--- config.mk ---
export PLATFORM = sky130hd
export DESIGN_NAME = huffman_param
export DESIGN_NICKNAME = d
export VERILOG_FILES = /design/src/rtl/huffman_pkg.sv /design/src/rtl/huffman_min2_scan.sv /design/src/rtl/huffman_param.sv
export SDC_FILE = /design/constraint.sdc
export NUM_CORES = 1
export LEC_CHECK = 0
export BUFFER_PORTS_ARGS = -buffer_cell sky130_fd_sc_hd__buf_4
export CAP_MARGIN = 5
export CORE_MARGIN = 1
export CORE_UTILIZATION = 40
export CTS_BUF_LIST = sky130_fd_sc_hd__clkbuf_2
export DETAILED_ROUTE_END_ITERATION = 10
export PLACE_DENSITY = 0.52
export SLEW_MARGIN = 0
export SYNTH_ARGS = -nofsm -noshare
export SYNTH_HDL_FRONTEND = slang
export SYNTH_HIERARCHICAL = 1
export SYNTH_SLANG_ARGS = --single-unit
--- constraint.sdc ---
create_clock -name clk -period 13.8 [get_ports clk]
set_clock_uncertainty 0.2 [all_clocks]
set_input_delay 0.69 -clock clk [delete_from_list [all_inputs] [get_ports clk]]
set_output_delay 0.69 -clock clk [all_outputs]
set_load 0.01 [all_outputs]
--- src/rtl/huffman_pkg.sv ---
// rtl/huffman_pkg.sv - shared types and constants for the Huffman encoder
package huffman_pkg;

    // Slot index width: 2*NSYM-1 tree slots fit in 5 bits for NSYM up to 15.
    localparam int SLOT_W = 5;
    typedef logic [SLOT_W-1:0] slot_t;

    // All-ones slot never addresses a real node; marks "no parent" / "no candidate".
    localparam slot_t NIL_SLOT = '1;

    // FSM encoding
    localparam logic [2:0] ST_COLLECT = 3'd0;
    localparam logic [2:0] ST_HIST    = 3'd1;
    localparam logic [2:0] ST_SCAN    = 3'd2;
    localparam logic [2:0] ST_MERGE   = 3'd3;
    localparam logic [2:0] ST_WALK    = 3'd4;
    localparam logic [2:0] ST_DONE    = 3'd5;

    // err bit positions
    localparam int ERR_BAD_SYM  = 0;
    localparam int ERR_CNT_SAT  = 1;
    localparam int ERR_CODE_OVF = 2;

endpackage

--- src/rtl/huffman_min2_scan.sv ---
// rtl/huffman_min2_scan.sv - serial two-smallest search over tree slots
module huffman_min2_scan
    import huffman_pkg::*;
#(
    parameter int CW = 12
) (
    input  logic          clk,
    input  logic          reset,
    input  logic          start,
    input  logic          step,
    input  slot_t         cand_idx,
    input  logic [CW-1:0] cand_cnt,
    input  logic          cand_act,
    output slot_t         min1,
    output slot_t         min2
);

    logic [CW-1:0] min1_cnt;
    logic [CW-1:0] min2_cnt;
    logic          beats1;
    logic          beats2;

    // Lower count ranks smaller; on a tie the higher slot index ranks smaller.
    function automatic logic ranks_before(input logic [CW-1:0] ca, input slot_t ia,
                                          input logic [CW-1:0] cb, input slot_t ib);
        return (ca < cb) || ((ca == cb) && (ia > ib));
    endfunction

    // Compare the candidate against both current minima.
    always_comb begin
        beats1 = (min1 == NIL_SLOT) || ranks_before(cand_cnt, cand_idx, min1_cnt, min1);
        beats2 = (min2 == NIL_SLOT) || ranks_before(cand_cnt, cand_idx, min2_cnt, min2);
    end

    // Insert an active candidate into the ordered pair {min1, min2}.
    always_ff @(posedge clk or negedge reset) begin
        if (!reset) begin
            min1     <= NIL_SLOT;
            min2     <= NIL_SLOT;
            min1_cnt <= '0;
            min2_cnt <= '0;
        end else if (start) begin
            min1     <= NIL_SLOT;
            min2     <= NIL_SLOT;
            min1_cnt <= '0;
            min2_cnt <= '0;
        end else if (step && cand_act) begin
            if (beats1) begin
                min2     <= min1;
                min2_cnt <= min1_cnt;
                min1     <= cand_idx;
                min1_cnt <= cand_cnt;
            end else if (beats2) begin
                min2     <= cand_idx;
                min2_cnt <= cand_cnt;
            end
        end
    end

endmodule

--- src/rtl/huffman_param.sv ---
// rtl/huffman_param.sv - per-frame histogram and Huffman code builder
module huffman_param
    import huffman_pkg::*;
#(
    parameter int NSYM   = 6,
    parameter int DATA_W = 8,
    parameter int CNT_W  = 8,
    parameter int CODE_W = 8
) (
    input  logic                   clk,
    input  logic                   reset,
    input  logic                   gray_valid,
    input  logic [DATA_W-1:0]      gray_data,
    input  logic                   gray_last,
    output logic                   gray_ready,
    output logic                   cnt_valid,
    output logic [NSYM*CNT_W-1:0]  cnt,
    output logic                   code_valid,
    input  logic                   code_ack,
    output logic [NSYM*CODE_W-1:0] hc,
    output logic [NSYM*CODE_W-1:0] m,
    output logic [2:0]             err
);

    localparam int   NNODE      = 2*NSYM - 1;
    localparam int   AW         = $clog2(NNODE);
    localparam int   NW         = CNT_W + 4;
    localparam logic [CNT_W-1:0] CNT_MAX = '1;
    localparam slot_t LAST_SLOT  = slot_t'(NNODE - 1);
    localparam slot_t FIRST_NODE = slot_t'(NSYM);

    logic [2:0]        state;
    logic [CNT_W-1:0]  hist      [NSYM];
    slot_t             node_par  [NNODE];
    logic              node_left [NNODE];
    logic [NW-1:0]     node_cnt  [NNODE];
    logic              node_act  [NNODE];
    slot_t             n_active;
    slot_t             merge_slot;
    slot_t             scan_idx;
    slot_t             walk_pos  [NSYM];
    slot_t             walk_dep  [NSYM];
    logic [CODE_W-1:0] hc_r      [NSYM];
    logic [CODE_W-1:0] m_r       [NSYM];
    logic [2:0]        err_r;

    logic              accept;
    logic              sym_ok;
    slot_t             leaf_cnt;
    slot_t             walk_par  [NSYM];
    logic              walk_bit  [NSYM];
    logic              walk_done;
    slot_t             min1;
    slot_t             min2;
    logic              merge_ok;
    logic [NW-1:0]     merge_sum;
    logic [NW-1:0]     cand_cnt;
    logic              cand_act;

    assign gray_ready = (state == ST_COLLECT);
    assign cnt_valid  = (state == ST_HIST);
    assign code_valid = (state == ST_DONE);
    assign err        = err_r;
    assign accept     = gray_valid && (state == ST_COLLECT);
    assign sym_ok     = (gray_data != '0) && (gray_data <= DATA_W'(NSYM));

    // Pack per-symbol registers onto the flat output buses.
    always_comb begin
        cnt = '0;
        hc  = '0;
        m   = '0;
        for (int s = 0; s < NSYM; s++) begin
            cnt[s*CNT_W +: CNT_W]  = hist[s];
            hc[s*CODE_W +: CODE_W] = hc_r[s];
            m[s*CODE_W +: CODE_W]  = m_r[s];
        end
    end

    // Number of symbols present in the frame.
    always_comb begin
        leaf_cnt = '0;
        for (int s = 0; s < NSYM; s++) begin
            if (hist[s] != '0) leaf_cnt = leaf_cnt + slot_t'(1);
        end
    end

    // Candidate slot presented to the min-2 scanner.
    always_comb begin
        cand_cnt = '0;
        cand_act = 1'b0;
        if (scan_idx <= LAST_SLOT) begin
            cand_cnt = node_cnt[scan_idx[AW-1:0]];
            cand_act = node_act[scan_idx[AW-1:0]];
        end
    end

    // Sum of the two chosen children for the node being created.
    always_comb begin
        merge_ok  = (min1 != NIL_SLOT) && (min2 != NIL_SLOT);
        merge_sum = '0;
        if (merge_ok) merge_sum = node_cnt[min1[AW-1:0]] + node_cnt[min2[AW-1:0]];
    end

    // Each leaf's current ancestor, the branch bit taken there, and walk completion.
    always_comb begin
        walk_done = 1'b1;
        for (int s = 0; s < NSYM; s++) begin
            walk_par[s] = NIL_SLOT;
            walk_bit[s] = 1'b0;
            if (walk_pos[s] <= LAST_SLOT) begin
                walk_par[s] = node_par[walk_pos[s][AW-1:0]];
                walk_bit[s] = node_left[walk_pos[s][AW-1:0]];
            end
            if (walk_par[s] != NIL_SLOT) walk_done = 1'b0;
        end
    end

    huffman_min2_scan #(
        .CW (NW)
    ) u_scan (
        .clk      (clk),
        .reset    (reset),
        .start    ((state == ST_HIST) || (state == ST_MERGE)),
        .step     (state == ST_SCAN),
        .cand_idx (scan_idx),
        .cand_cnt (cand_cnt),
        .cand_act (cand_act),
        .min1     (min1),
        .min2     (min2)
    );

    // Frame FSM: histogram, tree build, leaf-to-root walk, result hand-off.
    always_ff @(posedge clk or negedge reset) begin
        if (!reset) begin
            state      <= ST_COLLECT;
            err_r      <= '0;
            n_active   <= '0;
            merge_slot <= FIRST_NODE;
            scan_idx   <= '0;
            for (int s = 0; s < NSYM; s++) begin
                hist[s]     <= '0;
                walk_pos[s] <= slot_t'(s);
                walk_dep[s] <= '0;
                hc_r[s]     <= '0;
                m_r[s]      <= '0;
            end
            for (int i = 0; i < NNODE; i++) begin
                node_par[i]  <= NIL_SLOT;
                node_left[i] <= 1'b0;
                node_cnt[i]  <= '0;
                node_act[i]  <= 1'b0;
            end
        end else begin
            case (state)
                ST_COLLECT: begin
                    if (accept) begin
                        if (!sym_ok) err_r[ERR_BAD_SYM] <= 1'b1;
                        for (int s = 0; s < NSYM; s++) begin
                            if (gray_data == DATA_W'(s + 1)) begin
                                if (hist[s] == CNT_MAX) err_r[ERR_CNT_SAT] <= 1'b1;
                                else                    hist[s] <= hist[s] + CNT_W'(1);
                            end
                        end
                        if (gray_last) state <= ST_HIST;
                    end
                end
                ST_HIST: begin
                    for (int s = 0; s < NSYM; s++) begin
                        node_cnt[s]  <= NW'(hist[s]);
                        node_act[s]  <= (hist[s] != '0);
                        node_par[s]  <= NIL_SLOT;
                        node_left[s] <= 1'b0;
                        walk_pos[s]  <= slot_t'(s);
                        walk_dep[s]  <= '0;
                        // A lone symbol gets a one-bit code of 0.
                        if ((leaf_cnt == slot_t'(1)) && (hist[s] != '0)) m_r[s] <= CODE_W'(1);
                    end
                    for (int i = NSYM; i < NNODE; i++) begin
                        node_par[i]  <= NIL_SLOT;
                        node_left[i] <= 1'b0;
                        node_cnt[i]  <= '0;
                        node_act[i]  <= 1'b0;
                    end
                    n_active   <= leaf_cnt;
                    merge_slot <= FIRST_NODE;
                    scan_idx   <= '0;
                    state      <= (leaf_cnt < slot_t'(2)) ? ST_DONE : ST_SCAN;
                end
                ST_SCAN: begin
                    if (scan_idx == LAST_SLOT) begin
                        scan_idx <= '0;
                        state    <= ST_MERGE;
                    end else begin
                        scan_idx <= scan_idx + slot_t'(1);
                    end
                end
                ST_MERGE: begin
                    if (merge_ok) begin
                        node_par[min1[AW-1:0]]       <= merge_slot;
                        node_left[min1[AW-1:0]]      <= 1'b1;
                        node_act[min1[AW-1:0]]       <= 1'b0;
                        node_par[min2[AW-1:0]]       <= merge_slot;
                        node_left[min2[AW-1:0]]      <= 1'b0;
                        node_act[min2[AW-1:0]]       <= 1'b0;
                        node_cnt[merge_slot[AW-1:0]] <= merge_sum;
                        node_act[merge_slot[AW-1:0]] <= 1'b1;
                    end
                    merge_slot <= merge_slot + slot_t'(1);
                    n_active   <= n_active - slot_t'(1);
                    state      <= (n_active > slot_t'(2)) ? ST_SCAN : ST_WALK;
                end
                ST_WALK: begin
                    if (walk_done) begin
                        state <= ST_DONE;
                    end else begin
                        for (int s = 0; s < NSYM; s++) begin
                            if (walk_par[s] != NIL_SLOT) begin
                                for (int b = 0; b < CODE_W; b++) begin
                                    if (int'(walk_dep[s]) == b) hc_r[s][b] <= walk_bit[s];
                                end
                                if (int'(walk_dep[s]) >= CODE_W) err_r[ERR_CODE_OVF] <= 1'b1;
                                m_r[s]      <= {m_r[s][CODE_W-2:0], 1'b1};
                                walk_pos[s] <= walk_par[s];
                                walk_dep[s] <= walk_dep[s] + slot_t'(1);
                            end
                        end
                    end
                end
                ST_DONE: begin
                    if (code_ack) begin
                        err_r <= '0;
                        for (int s = 0; s < NSYM; s++) begin
                            hist[s] <= '0;
                            hc_r[s] <= '0;
                            m_r[s]  <= '0;
                        end
                        state <= ST_COLLECT;
                    end
                end
                default: state <= ST_COLLECT;
            endcase
        end
    end

endmodule

After elaboration in Yosys (flattened, before gate mapping)
Cells that the tools add are included.
{"block": "word_totals", "reg_bits": 468, "in_bits": 13, "out_inout_bits": 150, "wordCells": 727}
{"block": "op_classes", "n_addsub": 21, "magnitude_cmp": 33, "n_eq_ne": 153, "mux": 260, "n_bitwise": 17, "reduce_logical": 116}
{"operator": "$reduce_and A5 Y1", "n": 61}
{"operator": "$pmux W132 S2", "n": 1}
{"operator": "$mux W8", "n": 30}
{"operator": "$mux W5", "n": 45}
{"operator": "$mux W12", "n": 16}
{"operator": "$mux W48", "n": 4}
{"operator": "$pmux W48 S2", "n": 2}
{"operator": "$bmux W12 S4", "n": 3}
{"operator": "$pmux W48 S3", "n": 1}
{"operator": "$bwmux W132", "n": 1}
{"operator": "$mux W132", "n": 1}
{"operator": "$ne A2 B2 Y1 const B", "n": 66}
{"operator": "$eq A5 B4 Y1 const B", "n": 25}
{"operator": "$bmux W5 S4", "n": 6}
{"operator": "$pmux W30 S2", "n": 2}
{"operator": "$mux W1", "n": 111}
{"operator": "$bwmux W55", "n": 2}
{"operator": "$pmux W55 S2", "n": 1}
{"operator": "$add A5 B1 Y5 const B", "n": 13}
{"operator": "$eq A5 B3 Y1 const B", "n": 12}
{"operator": "$mux W30", "n": 2}
{"operator": "$reduce_bool A8 Y1", "n": 7}
{"operator": "$mux W55", "n": 1}
{"operator": "$ge A5 B5 Y1 const B", "n": 10}
{"operator": "other kinds (49)", "n": 177}

Longest topological paths before layout
Gate-level depths: netlist (run 1).
{"block": "logic_depth", "ltp_word": 24, "mapped_depth": 19, "mapped_depth_nobuf": 19}

Cells and area by module
Netlist (run 1), hierarchy kept.
{"mod": "huffman_param", "instances": 1, "cells_per_inst": 2837, "area_each_um2": 27637.8, "seq_area_each_um2": 10940.5}
{"mod": "huffman_min2_scan", "instances": 1, "cells_per_inst": 303, "area_each_um2": 2677.6, "seq_area_each_um2": 863.3}

Worst setup path after synthesis (run 1)
Ideal clock, no wire load.
{"block": "synth_timing", "path_type": "reg2reg", "start": "register u_scan.min2[0]", "end": "register node_cnt[10] (netlist bit)", "setup_time_ns": 0.120, "arrival_time_ns": 4.628, "required_time_ns": 13.480, "setup_slack_ns": 8.852, "stages_incl_launch_ff": 17, "path_buffers": 3, "synth_period_minus_slack_ns": 4.948, "cell_sequence": "dfstp_2 -> clkbuf_1 -> buf_1 -> buf_1 -> mux4_2 -> nand2_1 -> o21ai_0 -> ha_1 -> fa_1 -> a21o_1 -> a21oi_1 -> o21bai_1 -> a21oi_1 -> o21a_1 -> o311ai_0 -> nor2b_1 -> a31o_2"}
{"block": "synth_via", "elab_chain_cells": 9, "elab_cells_between_ends": 13, "classes_between": "add/sub: 1; eq/ne: 2; mux: 7; bitwise: 1; reduce/logical: 2"}
{"element": "start: declaration", "line_no": "huffman_min2_scan.sv:15", "rtl": "output slot_t min2"}
{"element": "start signal: assignment", "line_no": "huffman_min2_scan.sv:49", "rtl": "min2 <= min1;"}
{"element": "start signal: assignment", "line_no": "huffman_min2_scan.sv:54", "rtl": "min2 <= cand_idx;"}
{"element": "$not A4 Y5 (implied by the code)", "line_no": "huffman_param.sv:101", "rtl": "if (merge_ok) merge_sum = node_cnt[min1[AW-1:0]] + node_cnt[min2[AW-1:0]];"}
{"element": "$bmux W12 S4", "line_no": "huffman_param.sv:101"}
{"element": "$mux W12 (implied by the code) (2 in series)", "line_no": "huffman_param.sv:101"}
{"element": "$add A12 B12 Y12", "line_no": "huffman_param.sv:101"}
{"element": "$mux W12", "line_no": "huffman_param.sv:101"}
{"element": "$bwmux W132", "line_no": "huffman_param.sv:205", "rtl": "node_cnt[merge_slot[AW-1:0]] <= merge_sum;"}
{"element": "$mux W132", "line_no": "huffman_param.sv:198", "rtl": "if (merge_ok) begin"}
{"element": "$pmux W132 S2", "line_no": "huffman_param.sv:154", "rtl": "case (state)"}
{"element": "end signal: indexed assignment", "line_no": "huffman_param.sv:169", "rtl": "node_cnt[s] <= NW'(hist[s]);"}
{"element": "end signal: indexed assignment", "line_no": "huffman_param.sv:205"}
{"element": "end: declaration", "line_no": "huffman_param.sv:36", "rtl": "logic [NW-1:0] node_cnt [NNODE];"}
Parallel ways exist; a longest one is shown, timed or not. The select of a mux whose other input is x is not followed.
A chain may end at the register's enable or synchronous reset.

Worst setup path in the final report (run 1)
{"block": "layout_timing", "start": "register scan_idx[0]", "end": "register u_scan.min2_cnt[5]"}
{"block": "layout_via", "elab_chain_cells": 12, "elab_cells_between_ends": 30, "classes_between": "order compare: 5; eq/ne: 2; mux: 12; bitwise: 1; reduce/logical: 10"}
{"element": "start: declaration", "line_no": "huffman_param.sv:40", "rtl": "slot_t scan_idx;"}
{"element": "start signal: assignment", "line_no": "huffman_param.sv:194", "rtl": "scan_idx <= scan_idx + slot_t'(1);"}
{"element": "$not A4 Y5 (implied by the code)", "line_no": "huffman_param.sv:92", "rtl": "cand_cnt = node_cnt[scan_idx[AW-1:0]];"}
{"element": "$bmux W12 S4", "line_no": "huffman_param.sv:92"}
{"element": "$mux W12 (implied by the code) (2 in series)", "line_no": "huffman_param.sv:92"}
{"element": "$mux W12 *", "line_no": "huffman_param.sv:91", "rtl": "if (scan_idx <= LAST_SLOT) begin"}
{"element": "via cand_cnt[9]", "line_no": "huffman_param.sv:57", "rtl": "logic [NW-1:0] cand_cnt;"}
{"element": "parallel branches: the longest is 7 deep, another holds $lt A12 B12 Y1"}
{"element": "end signal: assignment", "line_no": "huffman_min2_scan.sv:50", "rtl": "min2_cnt <= min1_cnt;"}
{"element": "end signal: assignment", "line_no": "huffman_min2_scan.sv:55", "rtl": "min2_cnt <= cand_cnt;"}
{"element": "end: declaration", "line_no": "huffman_min2_scan.sv:19", "rtl": "logic [CW-1:0] min2_cnt;"}
Mark *: on every way through the listed nets, which the timed path passes. The select of a mux whose other input is x is not followed.

==> results.md, run 1 <==
- DRC violations left: 0
- Placed Area: approximately 0.032 mm2
- Post-Syn Instances: between 3,000 and 4,000
- Data arrival, critical path: 6.90 ns
- Initial Utilization: about two fifths
- Startpoint Class: flop
- Grt ovf: 0
- Max Slew Vio Count: 0
- Clock transition at path regs: about 0.10 ns
- Fmax: ~170 MHz
- Footprint of the multi-input gates: 0.01709 mm2
- Sw frac: between 40% and 50%
- Fraction of registers with async set or reset after synthesis: 100.0%
- Mapped cell area: a little over 0.03 mm2
- Yosys warning count: 6
- Post-CTS Setup Bufs: 0
- GRT Total Usage: between 20% and 30%
- Crit path max-delay family: simple AND/OR/NAND/NOR gates
- Sequential share of power: ~32%
- Area Overhead vs Synth: 10.82%
- Setup Total Neg Slack: 0 ns
- VDD IR max: approximately 0.00012 V
- Share of layout cells above drive strength 1: about 22%
- Hold Path Class: input port to flop
- Post-synth EDFFs: 0
- PortBufs: between 150 and 200
- Pwr Density: approximately 230 mW/mm2
- Die width: 277.3 um
- Detail-routed net length per standard cell: 24.20 um
- Die Y: 277.3 um
- Vias in the first global route: approximately 27,000
- Slowest-stage cell, CP: o21ai_1
- Net count reported at finish: 3,387
- Core box area: approximately 0.075 mm2
- Unrepaired setup endpoints after global routing: false
- Clock network fraction of design power: roughly 14%
- Cell-internal power: between 3 and 4 mW
- Avg Cell Area, Syn: between 9 and 10 um2
- Max Cap Violations: 0
- M1 wire length: between 40,000 and 50,000 um
- First-pass DRT Iterations: 6
- Yosys cell types: 109
- Status: finished clean
- CTS H-tree depth: 4
- Vias: approximately 27,000
- Final HPWL DP: ~74,000 um
- Area of the die: between 0.07 and 0.08 mm2
- Ys flop type: dfrtp_1
- Critical path class: flop to flop
- Max FO, Critical Path: 26
- Final Cycle Share: a little over two fifths
- CTS buffer count: roughly 140
- CTS tree: yes
- Placement Rows: 100
- Crit path buf inv count: 2
- I/O pins: ~160
- Detail Route Antenna Nets: 0
- Initial antenna violation count: 3
- Psw: 3.846 mW
- Met3 wire length: just over 6000 um
- Vias/cell: just over 6
- WL met2: 51,920 um
- Maximum clock path buffer count: 3
- Relative slew margins: ~16%
- CP cell instances: buf_4, inv_1, nor2_1, a21oi_1, o22a_1, nor2_1, ha_1, and4_1, nand2_1, a21oi_1, nand3b_1, nand2_2, o21ai_1, a211oi_1
- Clock Sinks: ~470
- Max layer used: met4
- Fill cell count: 7,198
- WP data required: about 15 ns
- Sequential cell area: ~0.012 mm2
- Synthesized Nets: around 3,300
- Seq cells post-synth: roughly 470
- CP endpoint kind: flop
- Logic gate share of total power: a little over half
- Wirelength, routed: ~110,000 um
- Final GP Congestion: roughly 0.98
- Leakage power: ~14 nW
- CTS root buf: clkbuf_2
- Clk_lat worst skew: between 1 and 1.5 ns
- Largest net degree at the start of global routing: between 70 and 80
- Final min period: ~6 ns
- Final Instance Area: between 0.03 and 0.04 mm2
- Post-synthesis sequential area ratio: between 30% and 40%
- Final hold viol count: 0
- Final setup violation count: 0
- First-pass GRT wire length: about 160,000 um
- Worst Tran Pin Value: between 1 and 1.5 ns
- 1st-iter DRT viols: between 1,500 and 2,000
- Crit-path max cell delay: roughly 1 ns
## kinds of logic (layout without fill, tap and decap cells)
logic type      after synthesis  in the layout  synth area share (%)
buf+inv                     359            595                 4.804
other cells                   0              3                     0
xor+xnor                     57             57                 1.738
compound gates              938            938                 19.83
mux                         292            292                 15.85
fa+ha+maj                    97             97                 4.028
simple gates                929            929                 14.81
flops                       468            468                 38.94
## layer usage
metal | vias up | GRT usage (%)
li1 | 11964 | -
met1 | 13432 | 34.28
met2 | 1047 | 45.92
met3 | 255 | 4.590
met4 | 0 | 12.66
met5 | - | 0
## through the flow
stage | hold slack (ns) | power [mW] | worst slack, ns | util [%] | instances
floorplan | 0.1944 | 5.150 | 8.852 | - | 3140
global placement | 0.2697 | 6.533 | 8.014 | 43.07 | 4090
detailed placement | 0.2691 | 6.627 | 7.808 | 43.07 | 4090
CTS | 0.06247 | 7.747 | 7.821 | 44.97 | 4345
global route | 0.1278 | 8.248 | 7.243 | 44.98 | 4348
finish | 0.2358 | 7.712 | 7.797 | 44.98 | 4348
## placed cells by master, fill, tap and decap left out, types with 9 or more instances in the layout
master	synthesis	layout
o22ai_1	36	36
mux2_2	21	21
xor2_1	32	32
o31ai_1	13	13
nand2b_1	37	37
o2111a_1	12	12
and2_1	16	16
a32oi_1	16	16
dfrtp_1	394	392
inv_1	129	128
nand4_1	36	36
a21oi_1	240	239
and3_1	17	16
mux2i_1	113	113
a211oi_1	21	21
a22oi_1	82	82
o2bb2ai_1	21	21
mux4_2	146	146
ha_1	96	96
xnor2_1	23	23
clkbuf_2	1	199
buf_4	7	207
nor2_1	278	277
o21ai_0	273	271
or3_1	17	16
a22o_1	25	25
dfstp_2	74	74
nor3_1	47	46
a211oi_2	9	9
nand3_1	125	125
o22a_1	14	14
a21oi_2	11	12
a31oi_1	26	26
o211ai_1	41	41
a21o_1	20	20
o21ai_1	12	13
nand2_1	260	258
clkinv_1	1	22
nor2b_1	22	22
dlygate4sd3_1	0	16
## path summary, 6_finish.rpt
path                              from                  to  slack [ns]  depth (start not counted)
min in group asynchronous        reset        walk_pos[20]        0.58                          3
setup reg to reg           scan_idx[0]  u_scan/min2_cnt[5]        7.80                         14
hold / removal                code_ack            state[2]        0.24                          4
max in group asynchronous        reset             cnt[18]       10.34                          6
setup / recovery           scan_idx[0]  u_scan/min2_cnt[5]        7.80                         14
hold reg to reg                 hc[39]              hc[39]        0.30                          1
## sequential cells by signal (all words and copies together), names as in the netlist
signal / flops
cnt: 48
err: 3
hc: 48
m: 48
merge_slot: 5
n_active: 5
node_act: 11
node_cnt: 132
node_left: 11
node_par: 55
scan_idx: 5
state: 3
u_scan/min1: 5
u_scan/min1_cnt: 12
u_scan/min2: 5
u_scan/min2_cnt: 12
walk_dep: 30
walk_pos: 30
## power by group through the flow
| stage | clock (mW) | combinational, mW | sequential (mW) |
|---|---|---|---|
| 4_1_cts | 1.12 | 4.18 | 2.45 |
| 6_report | 1.07 | 4.17 | 2.47 |
| 2_1_floorplan | 0 | 2.97 | 2.18 |
| 5_1_grt | 1.19 | 4.54 | 2.52 |
| 3_3_place_gp | 0 | 4.07 | 2.46 |
| 3_5_place_dp | 0 | 4.15 | 2.48 |
## worst min-delay path, stage by stage
cell	delay (ns)
dlygate4sd3_1	0.57
buf_4	0.17
nand2_1	0.06
a32o_1	0.15
## cell usage after synthesis (7+ instances only)
library cell,n,share of area (%)
dfrtp_1,394,33
nor2_1,278,3.4
o21ai_0,273,4.5
nand2_1,260,3.2
a21oi_1,240,4.0
clkbuf_1,156,1.9
mux4_2,146,11
inv_1,129,1.6
nand3_1,125,2.1
mux2i_1,113,3.7
ha_1,96,4.0
a22oi_1,82,2.0
dfstp_2,74,6.4
nor3_1,47,0.78
o211ai_1,41,1.0
nand2b_1,37,0.76
nand4_1,36,0.74
o22ai_1,36,0.74
xor2_1,32,0.92
buf_2,29,0.48
buf_1,28,0.35
a31oi_1,26,0.54
a22o_1,25,0.72
xnor2_1,23,0.66
nor2b_1,22,0.45
a211oi_1,21,0.52
mux2_2,21,0.78
o2bb2ai_1,21,0.61
a21o_1,20,0.50
and3_1,17,0.35
or3_1,17,0.35
a32oi_1,16,0.46
and2_1,16,0.33
o22a_1,14,0.40
o31ai_1,13,0.32
o2111a_1,12,0.45
o21ai_1,12,0.20
a21oi_2,11,0.32
a211oi_2,9,0.37
mux2_1,8,0.30
buf_4,7,0.17
or4_1,7,0.17
## layout make-up
cell class	count	area share (%)
well taps	969	3.609
repair buffers	225	5.229
diodes	3	0.02235
clock buffers	199	2.965
clock inverters	39	0.7039
flip-flops and latches	468	35.14
multi-input cells	2313	50.85
inverters	132	1.475
## repair_timing
action                                 4_1_cts  5_1_grt
hold buffers                                17        0
endpoints found under the hold margin      199        0
resized for setup                            0        0
No activity file was read; power rests on OpenSTA's default activity.
==> run 2, diff against run 1 <==
- ABC_AREA: default -> 1
- PLACE_DENSITY: 0.52 -> 0.54
- clock period: 13.8 -> 5.2 ns (I/O delays scaled with it)
==> run 2 against run 1 <==
Net effect: worst setup slack got worse by 7.6 ns; largest cell class unchanged; die area is 2.0% lower; clock power grew to 2.8 times the previous value; the flow now finishes with violations (DRC); synthesized area decreased by 2.0%; wire length rose by 13%.
==> results.md, run 2 <==
- Final HPWL DP: 84,840 um (+15%)
- WP data required: 6.21 ns (-8.49 ns)
- Post-synthesis sequential area ratio: 39.72% (+0.79 points)
- Max Cap Violations: 0 (unchanged)
- 1st-iter DRT viols: 3,380 (+76%)
- Detail-routed net length per standard cell: 21.74 um (-10%)
- Reg2reg setup slack: 0.46 ns (-7.34 ns)
- CTS root buf: clkbuf_2
- Pwr Density: 713.8 mW/mm2 (+210%)
- Area of the die: 0.07538 mm2 (-2.0%)
- Top cells by area, synth: dfrtp_1 33%, nand2_1 13%, o21ai_0 7.4%, dfstp_2 6.5%, inv_1 5.9%
- Startpoint Class: input port
- Sequential cell area: 0.01181 mm2 (unchanged)
- Placed Area: 0.03208 mm2 (-0.28%)
- Clock transition at path regs: 0.09 ns (about the same)
- Final GP Congestion: 0.9832 (+0.34%)
- Relative slew margins: 26.57% (+11 points)
- Sw frac: 55.34% (+5.5 points)
- Clock network fraction of design power: 12.4% (-1.5 points)
- Synthesized Nets: 4,231 (+30%)
- Synth top area share: 33.18% (+0.66 points)
- Post-Syn Instances: 4,121 (+31%)
- Worst R2R Start: walk_pos[15]
- Final Instance Area: 0.03383 mm2 (+0.70%)
- Vias/cell: 5.694 (-7.3%)
- Clock Sinks: 468 (unchanged)
- DRC violations left: 5 (+5)
- Initial antenna violation count: 1 (-2)
- Grt ovf: 0 (unchanged)
- Most common cell in the netlist: nand2_1
- Leakage power: 15.97 nW (+13%)
- Post-synthesis xor/xnor area fraction: 0.1768% (-1.6 points)
- Worst Hold End: cnt[33]
- Fill cell count: 7,578 (+5.3%)
- Maximum clock path buffer count: 3 (unchanged)
- Psw: 13.36 mW (+250%)
- Fmax: roughly 200 MHz
- Hold Path Depth: 9 (+5)
- Multiplexer share of the synthesized area: 0.03369% (-16 points)
- First-pass GRT wire length: 179,800 um (+11%)
- Main combinational cell family by area after synthesis: simple AND/OR/NAND/NOR gates
- Detail Route Antenna Nets: 0 (unchanged)
- Post-synth EDFFs: 0 (unchanged)
- Final min period: approximately 5 ns
- Hold Startpoint: gray_data[4]
- Sequential share of power: 27.2% (-4.8 points)
- Largest regs: node_cnt: 132 flops, node_par: 55 flops
- Max Slew Vio Count: 0 (unchanged)
- Cell taking the most area after synthesis: dfrtp_1
- Placed insts: 5,155 (+26%)
- Post-CTS Setup Bufs: 0 (unchanged)
- Seq cells post-synth: 468 (unchanged)
- Synth top cells by count: 1,015 x nand2_1, 467 x inv_1, 441 x o21ai_0, 394 x dfrtp_1, 270 x nor2_1
- Die Y: 274.6 um (-0.99%)
- Net count reported at finish: 4,490 (+33%)
- Final hold viol count: 0 (unchanged)
- Status: complete, but fails checks
- I/O pins: 163 (unchanged)
- Vias in the first global route: 29,514 (+11%)
- Die width: 274.6 um (-0.99%)
- Finished Layout Cells: 5,448 (+25%)
- Yosys cell types: 60 (-45%)
- Footprint of the multi-input gates: 0.01522 mm2 (-11%)
- First-pass DRT Iterations: 11 (+5)
- Core box area: 0.07321 mm2 (-2.0%)
- Unrepaired setup endpoints after global routing: false
- Commonest non-fill, non-tap cells in the layout: 1,015 x nand2_1, 465 x inv_1, 439 x o21ai_0
- Critical path class: input port to flop
- Initial Utilization: 40.59% (about the same)
- Avg Cell Area, Syn: 7.211 um2 (-25%)
- Final core utilization: 46.21% (+1.2 points)
- VDD IR max: 0.0003815 V (+220%)
- Final Cycle Share: 95.84%
- CTS resizes: 0 (unchanged)
- CP endpoint kind: flop
- Share of layout cells above drive strength 1: 14.31% (-7.9 points)
- Wirelength, routed: 118,500 um (+13%)
- Simple-gate area share of the yosys netlist: 25.51% (+11 points)
- Crit path from: gray_data[0]
- Biggest register: node_cnt
- CTS buffer count: 141 (+2.9%)
- CTS H-tree depth: 4 (unchanged)
- Placement Rows: 99 (-1.0%)
- Largest net degree at the start of global routing: 154 (+120%)
- Final setup violation count: 0 (unchanged)
- GRT Total Usage: 31.29% (+4.0 points)
- Mapped cell area: 0.02971 mm2 (-2.0%)
- Adder-cell share of the synthesized area: 4.110% (+0.081 points)
- Clk_lat worst skew: 1.37 ns (+0.08 ns)
- Max FO, Critical Path: 8 (-69%)
- Yosys warning count: 6 (unchanged)
- Fraction of registers with async set or reset after synthesis: 100.0% (unchanged)
- Worst Tran Pin Value: 1.099 ns (-0.1570 ns)
- Reg2reg end: state[2]
- Setup Total Neg Slack: 0 ns (unchanged)
- PortBufs: 162 (unchanged)
- Largest register FFs: 132 (unchanged)
- Logic gate share of total power: 60.3% (+6.2 points)
- Data arrival, critical path: 6.00 ns (-0.90 ns)
- Compound-gate portion of the synthesized area: 21.37% (+1.5 points)
- Most common cell after layout, fill and taps aside: nand2_1
- CTS tree: yes
- Vias: 31,023 (+16%)
- Hold Path Class: input port to flop
- R2R depth: 18 (+4)
- Area Overhead vs Synth: 13.85%
- Ys flop type: dfrtp_1
- Violated checks: DRC
- Cell-internal power: 10.79 mW (+180%)
==> run 2: worst max-delay path by stage <==
| stage | to | slack [ns] | depth (start not counted) |
|---|---|---|---|
| floorplan | m[32] | 1.13 | 23 |
| global placement | node_cnt[107] | 0.81 | 13 |
| detailed placement | m[27] | 0.76 | 24 |
| CTS | state[0] | 0.47 | 24 |
| global route | state[0] | 0.05 | 24 |
| finish | cnt[2] | 0.22 | 18 |
==> run 2: repair_timing <==
item	4_1_cts	5_1_grt
hold buffers	41	0
setup endpoints to repair	0	0
hold endpoints to repair	617	0
==> run 2: layout make-up <==
| cell class | count | share of cell area [%] |
|---|---|---|
| timing repair buffer | 295 | 7.072 |
| tap | 959 | 3.547 |
| clock buffer | 199 | 2.944 |
| clock inverter | 51 | 0.9542 |
| multi-input combinational | 2971 | 44.99 |
| inverter | 503 | 5.581 |
| sequential | 468 | 34.90 |
| antenna | 2 | 0.01479 |
==> run 2: per-stage QoR <==
stage          setup slack, ns  total power, mW  hold slack (ns)
5_1_grt                0.05147            25.93           0.2707
3_5_place_dp            0.7554            20.78           0.1298
3_3_place_gp            0.8054            20.76           0.1336
4_1_cts                 0.4651            23.96          0.09694
2_1_floorplan            1.131            15.11          -0.2356
6_report                0.2161            24.15           0.2472
==> run 2: metal layers <==
layer / global-route usage, % / wire length (um) / part of all wire (%)
met1: 40.65 / 49840 / 42
met2: 49.13 / 53690 / 45
met3: 6.284 / 9134 / 7.7
met4: 16.49 / 5805 / 4.9
met5: 0 / 0 / 0
==> run 2: power groups by stage <==
stage,clock network [mW],registers (mW),logic (mW)
5_1_grt,3.28,6.72,15.9
3_5_place_dp,0,6.58,14.2
2_1_floorplan,0,6.15,8.95
6_report,3.00,6.58,14.6
4_1_cts,3.11,6.52,14.3
3_3_place_gp,0,6.58,14.2
==> run 2: critical path, cell delays in order <==
cell and delay (ns):
dlygate4sd3_1 0.55, buf_4 0.12, dlygate4sd3_1 0.62, inv_1 0.08
nor2_1 0.08, dlygate4sd3_1 0.55, inv_1 0.04, dlygate4sd3_1 0.58
nor3_1 0.18, dlygate4sd3_1 0.61, nand2_1 0.07, dlygate4sd3_1 0.60
a21oi_4 0.12, dlygate4sd3_1 0.70, nand3_1 0.16, nand2_1 0.09
a21oi_1 0.04, dlygate4sd3_1 0.55
==> run 2: kinds of logic after synthesis <==
kind of cell             count (synthesis)
XOR/XNOR                                 6
AND/OR/NAND/NOR                       1766
adder cells (fa/ha/maj)                 97
AO/OA/AOI/OAI                         1101
multiplexers                             1
flip-flops                             468
buffers and inverters                  682
